**src/rtl/conv_ddr_packer_pkg.sv**
```systemverilog
// Shared constants for the conv-output -> DDR-word gearbox.
package conv_pack_defs;
    localparam int IN_WIDTH      = 144;  // 18 channels x 8 bit
    localparam int OUT_WIDTH     = 256;  // DDR word
    localparam int FILL_STEP     = 16;   // fill always moves in 16-bit steps
    localparam int IN_PER_GROUP  = 16;   // 16 conv words ...
    localparam int OUT_PER_GROUP = 9;    // ... pack into exactly 9 DDR words
endpackage

```
**src/rtl/conv_ddr_packer_fifo.sv**
```systemverilog
// First-word-fall-through FIFO for packed DDR words.
// A push while full is accepted only if a pop frees the head slot in the same cycle.
module packer_fifo #(
    parameter int WIDTH = 256,
    parameter int DEPTH = 8
) (
    input  logic             clk,
    input  logic             rstn,
    input  logic             clr_i,
    input  logic             push_i,
    input  logic [WIDTH-1:0] data_i,
    input  logic             pop_i,
    output logic [WIDTH-1:0] data_o,
    output logic             full_o,
    output logic             empty_o
);
    localparam int AW = $clog2(DEPTH);

    logic [WIDTH-1:0] mem_q [DEPTH];
    logic [AW:0]      wr_q, rd_q;
    logic             push_ok, pop_ok;

    assign empty_o = (wr_q == rd_q);
    assign full_o  = (wr_q[AW] != rd_q[AW]) && (wr_q[AW-1:0] == rd_q[AW-1:0]);
    assign pop_ok  = pop_i & ~empty_o;
    assign push_ok = push_i & (~full_o | pop_ok);
    assign data_o  = empty_o ? '0 : mem_q[rd_q[AW-1:0]];

    // Storage write; contents are don't-care while the slot is not live.
    always_ff @(posedge clk) begin
        if (push_ok) mem_q[wr_q[AW-1:0]] <= data_i;
    end

    // Read/write pointers with wrap bit for full/empty detection.
    always_ff @(posedge clk) begin
        if (!rstn || clr_i) begin
            wr_q <= '0;
            rd_q <= '0;
        end else begin
            if (push_ok) wr_q <= wr_q + 1'b1;
            if (pop_ok)  rd_q <= rd_q + 1'b1;
        end
    end
endmodule

```
**src/rtl/conv_ddr_packer.sv**
```systemverilog
// Gearbox from 144-bit conv result words to dense 256-bit DDR words,
// with flush of the partial word and an FWFT output FIFO.
module conv_ddr_packer #(
    parameter int IN_WIDTH   = conv_pack_defs::IN_WIDTH,
    parameter int OUT_WIDTH  = conv_pack_defs::OUT_WIDTH,
    parameter int FIFO_DEPTH = 8,
    parameter int CNT_WIDTH  = 16
) (
    input  logic                 clk,
    input  logic                 rstn,
    input  logic                 state_rst,
    input  logic [IN_WIDTH-1:0]  conv_data_in,
    input  logic                 conv_valid_in,
    input  logic                 flush_in,
    output logic [OUT_WIDTH-1:0] ddr_data_out,
    output logic                 ddr_valid_out,
    input  logic                 ddr_ready_in,
    output logic                 flush_done,
    output logic                 overflow,
    output logic [CNT_WIDTH-1:0] word_cnt
);
    import conv_pack_defs::*;

    // Worst case residue (240 bits) plus one full input word fits here.
    localparam int ACC_W  = OUT_WIDTH + IN_WIDTH - FILL_STEP;
    localparam int FILL_W = $clog2(ACC_W + 1);

    logic [ACC_W-1:0]     acc_q, acc_d, comb;
    logic [FILL_W-1:0]    fill_q, fill_d, nf;
    logic                 pend_q, pend_d;
    logic                 fd_q, fd_d;
    logic                 ovf_q, ovf_d;
    logic [CNT_WIDTH-1:0] cnt_q, cnt_d;
    logic                 push, pop, full, empty;
    logic [OUT_WIDTH-1:0] push_data;

    assign ddr_valid_out = ~empty;
    assign pop           = ddr_valid_out & ddr_ready_in;
    assign flush_done    = fd_q;
    assign overflow      = ovf_q;
    assign word_cnt      = cnt_q;

    // Packing, flush execution and counter next-state.
    always_comb begin
        comb      = acc_q | (ACC_W'(conv_data_in) << fill_q);
        nf        = fill_q + FILL_W'(IN_WIDTH);
        acc_d     = acc_q;
        fill_d    = fill_q;
        pend_d    = pend_q | flush_in;
        fd_d      = 1'b0;
        push      = 1'b0;
        push_data = comb[OUT_WIDTH-1:0];
        if (conv_valid_in) begin
            // Data always wins; a pending flush waits for an idle cycle.
            if (nf >= FILL_W'(OUT_WIDTH)) begin
                push   = 1'b1;
                acc_d  = comb >> OUT_WIDTH;
                fill_d = nf - FILL_W'(OUT_WIDTH);
            end else begin
                acc_d  = comb;
                fill_d = nf;
            end
        end else if (pend_q) begin
            // Bits above fill are always zero, so acc is already padded.
            pend_d    = 1'b0;
            fd_d      = 1'b1;
            push      = (fill_q != '0);
            push_data = acc_q[OUT_WIDTH-1:0];
            acc_d     = '0;
            fill_d    = '0;
        end
        ovf_d = ovf_q | (push & full & ~pop);
        cnt_d = cnt_q + CNT_WIDTH'(pop);
    end

    // Packer state registers; state_rst clears like reset.
    always_ff @(posedge clk) begin
        if (!rstn || state_rst) begin
            acc_q  <= '0;
            fill_q <= '0;
            pend_q <= 1'b0;
            fd_q   <= 1'b0;
            ovf_q  <= 1'b0;
            cnt_q  <= '0;
        end else begin
            acc_q  <= acc_d;
            fill_q <= fill_d;
            pend_q <= pend_d;
            fd_q   <= fd_d;
            ovf_q  <= ovf_d;
            cnt_q  <= cnt_d;
        end
    end

    packer_fifo #(
        .WIDTH (OUT_WIDTH),
        .DEPTH (FIFO_DEPTH)
    ) u_fifo (
        .clk     (clk),
        .rstn    (rstn),
        .clr_i   (state_rst),
        .push_i  (push),
        .data_i  (push_data),
        .pop_i   (pop),
        .data_o  (ddr_data_out),
        .full_o  (full),
        .empty_o (empty)
    );
endmodule

```
**config.mk**
```make
export PLATFORM = sky130hd
export DESIGN_NAME = conv_ddr_packer
export DESIGN_NICKNAME = d
export VERILOG_FILES = /design/src/rtl/conv_ddr_packer_pkg.sv /design/src/rtl/conv_ddr_packer_fifo.sv /design/src/rtl/conv_ddr_packer.sv
export SDC_FILE = /design/constraint.sdc
export NUM_CORES = 2
export LEC_CHECK = 0
export ABC_CLOCK_PERIOD_IN_PS = 32800
export BUFFER_PORTS_ARGS = -buffer_cell sky130_fd_sc_hd__clkbuf_2
export CORE_MARGIN = 3
export CORE_UTILIZATION = 50
export DETAILED_ROUTE_END_ITERATION = 10
export PLACE_DENSITY = 0.75
export REMOVE_ABC_BUFFERS = 1
export SLEW_MARGIN = 15
export SYNTH_ARGS = -nofsm -noshare
export SYNTH_HDL_FRONTEND = slang
export SYNTH_SLANG_ARGS = --single-unit
export TNS_END_PERCENT = 20
```
**constraint.sdc**
```tcl
create_clock -name clk -period 32.8 [get_ports clk]
set_clock_uncertainty 0.1 [all_clocks]
set_input_delay 4.92 -clock clk [delete_from_list [all_inputs] [get_ports clk]]
set_output_delay 4.92 -clock clk [all_outputs]
set_load 0.01 [all_outputs]
```
==> run_results.csv <==
group,metric,value,unit
clock_network,cts_max_level,4,
clock_network,clk_root_buffer_cell,"clkbuf_16",
pwr,power.share.switching,0.223,
clock_network,clockBufferDepth,3,
timing,worstMarginPinSlew,1.32,ns
timing,max_freq,90.4,MHz
pwr,leakage,38.1,nW
clock_network,number_of_cts_inserted_buffers,232,
drt,drt_pre_antenna_iters,8,
drt,routed_wire_length_per_instance,31.9,um
pwr,power.switching,0.00145,W
timing,final-setup-viol-count,0,
clock_network,cts_repair_resize_count,0,
clock_network,cts-hold-fix-buffers,0,
grt,grt_first_pass_wirelength,442000,um
critical_path,required,27.78,ns
pwr,clock_power_share,0.415,
clock_network,postCtsSetupRepairBufs,0,
critical_path,cp-start-kind,"register",
synth,ys_types,82,
placed_design,dpl.hpwl,188000,um
timing,period_needed,11.07,ns
synth,yosys_most_used_dff,"edfxtp_1",
drt,drc,0,
pwr,sequentialPowerShare,0.531,
pwr,internal_power,0.00505,W
synth,postSynthAreaPerCell,16.4,um^2
floorplanning,chipWidth,462,um
synth,number_of_enable_type_register_cells_in_the_synthesized_netlist,2048,
timing,setup_ws,21.73,ns
synth,synth.yosys.seq_area_share,0.672,
synth,cell_area_after_technology_mapping,0.104,mm^2
drt,routed_via_density,6.66,
min_path,holdCritPathClass,"reg2reg",
pwr,power_density_cells,55.8,mW/mm^2
drt,detail_route.iter0.violations,9651,
clock_network,tritoncts_clock_tree,"built",
grt,first_global_vias,63001,
floorplanning,coreArea,0.206,mm^2
grt,grt_start_max_net_pins,180,
floorplanning,row_count,166,
clock_network,cts.reportedPaths.clkPinSlew,0.06,ns
critical_path,worst_setup_path_end_kind,"output pin",
critical_path,worst-path-max-fanout,50,
pwr,power_frac_comb,0.054,
timing,max_slew_margin,0.120,
synth,synth.top_cells.by_area,"edfxtp_1 59%, mux4_2 12%, dfxtp_1 8.1%",
synth,asyncSetResetFlopFracSynth,0,
flow_run,maxCapViolCount,0,
grt,grt-ovfl-total,0,
grt,number_of_antenna_violations_at_the_first_check_in_global_routing,110,
timing,period_share,0.337,
cells_and_area,fillCellCount,15413,
grt,global_route.usage.total,0.285,
drt,totalWireLength,309000,um
timing,timing.final.max_slew_violations,0,
placed_design,place.port_buffers,424,
floorplanning,chipHeight,462,um
synth,synth_cells,6342,
cells_and_area,drive_gt1_frac,0.249,
synth,synth.yosys.warnings,0,
clock_network,clock-sinks,2467,
floorplanning,design.portCount,425,
timing,timing_hold_violations_final,0,
critical_path,crit_type,"reg2out",
drt,detail-route-antenna-nets,0,
pwr,max-vdd-ir-drop,0.0547,mV
floorplanning,die_area,0.214,mm^2
timing,finalHoldWorstSlack,0.348,ns
synth,yosys.area.top_type_share,0.591,
clock_network,worstSkewPairLatency,0.89,ns
floorplanning,floorplan.initialDensity,0.505,
timing,setup_repair_after_global_routing_missed_its_margin,"false",
run_status,run_status,"finished clean",
synth,synth_common_cells,"2,048 x edfxtp_1, 570 x mux4_2, 483 x nor2_1, 419 x dfxtp_1, 389 x mux2i_1",
synth,synthMostInstantiatedCell,"edfxtp_1",
critical_path,arrival,6.05,ns
cells_and_area,layout-area-overhead-vs-synth,12.0,%
placed_design,finalWeightedCongestion,0.942,
synth,synth-seq-cells,2467,
cells_and_area,nets_finish,6784,
synth,library_cell_with_the_largest_summed_area_after_synthesis,"edfxtp_1",
drt,vias,64509,
timing,finalSetupTns,0,ns
placed_design,place_ws,22.53,ns
-- through the flow --
stage / utilization / power [W] / instances / instance area [um^2]
after floorplan: - / 0.00372 / 5842 / 102000
after global placement: 0.528 / 0.00384 / 9166 / 109000
after detailed placement: 0.528 / 0.00385 / 9166 / 109000
after CTS: 0.565 / 0.00651 / 9608 / 116000
after global routing: 0.566 / 0.00666 / 9651 / 116000
final: 0.566 / 0.00650 / 9679 / 117000
-- worst max-delay path, cell delays in order, from the launching register on --
cell and delay, ns:
dfxtp_4 0.83, buf_4 0.76, buf_4 0.78, buf_4 0.91, mux4_2 0.37, mux2i_1 0.07, nor2_1 0.91, clkbuf_2 0.29
-- flip-flops by register name, summed over array words and instances (netlist names), named ones only --
name,count
acc_q,384
fill_q,5
flush_done,1
overflow,1
pend_q,1
u_fifo.mem_q,2048
u_fifo.rd_q,4
u_fifo.wr_q,4
word_cnt,16
-- metal layers --
metal | vias to the layer above | global-route usage | routed length (um)
met5 | - | 0 | 293
met4 | 44 | 0.166 | 19300
met3 | 940 | 0.0804 | 37500
met2 | 4591 | 0.430 | 141000
met1 | 32794 | 0.371 | 111000
li1 | 26140 | - | -
-- cell families after synthesis --
logic type / count (synthesis) / synth area share
simple gates: 887 / 0.0373
mux: 1095 / 0.176
buf+inv: 505 / 0.0227
compound gates: 1360 / 0.0898
flops: 2467 / 0.672
fa+ha+maj: 6 / 0.000722
xor+xnor: 22 / 0.00185
-- power by group through the flow --
stage                     registers, W  clock network, W  logic (W)
final                          0.00345           0.00270   0.000352
after global routing           0.00345           0.00284   0.000365
after CTS                      0.00345           0.00272   0.000340
after detailed placement       0.00351                 0   0.000338
after global placement         0.00351                 0   0.000329
after floorplan                0.00352                 0   0.000195
-- layout make-up --
| cell class | instances | area, um^2 | area share |
|---|---|---|---|
| diodes | 71 | 178 | 0.00153 |
| clock buffers | 313 | 6400 | 0.0549 |
| clock inverters | 129 | 1300 | 0.0111 |
| inverters | 5 | 23.8 | 0.000204 |
| multi-input cells | 3370 | 32000 | 0.275 |
| flip-flops and latches | 2467 | 69900 | 0.600 |
| well taps | 2772 | 3470 | 0.0298 |
| repair buffers | 552 | 3210 | 0.0275 |
-- path summary, 6_finish.rpt --
check                                   endpoint  slack (ns)                     from  cells after the start
setup / recovery                ddr_data_out[17]       21.73                 register                      7
hold / removal           acc_q[220]$_SDFFE_PP0P_        0.35  acc_q[220]$_SDFFE_PP0P_                      2
setup reg to reg  u_fifo.mem_q[2][103]$_DFFE_PP_       26.39   fill_q[5]$_SDFFE_PP0P_                     10
hold reg to reg          acc_q[220]$_SDFFE_PP0P_        0.35  acc_q[220]$_SDFFE_PP0P_                      2
-- cell usage in the layout, fill, tap and decap left out, drive strengths merged, types with 38 or more instances in the layout --
cell	n
a21o	188
a21oi	268
a221o	38
a221oi	45
a22o	120
a22oi	111
a31oi	106
buf	128
clkbuf	737
clkinv	89
dfxtp	419
diode	71
edfxtp	2048
mux2	133
mux2i	392
mux4	570
nand2	191
nand3	56
nor2	490
o21ai	229
o22ai	39
Note: power is estimated with default switching activity, not from simulation.
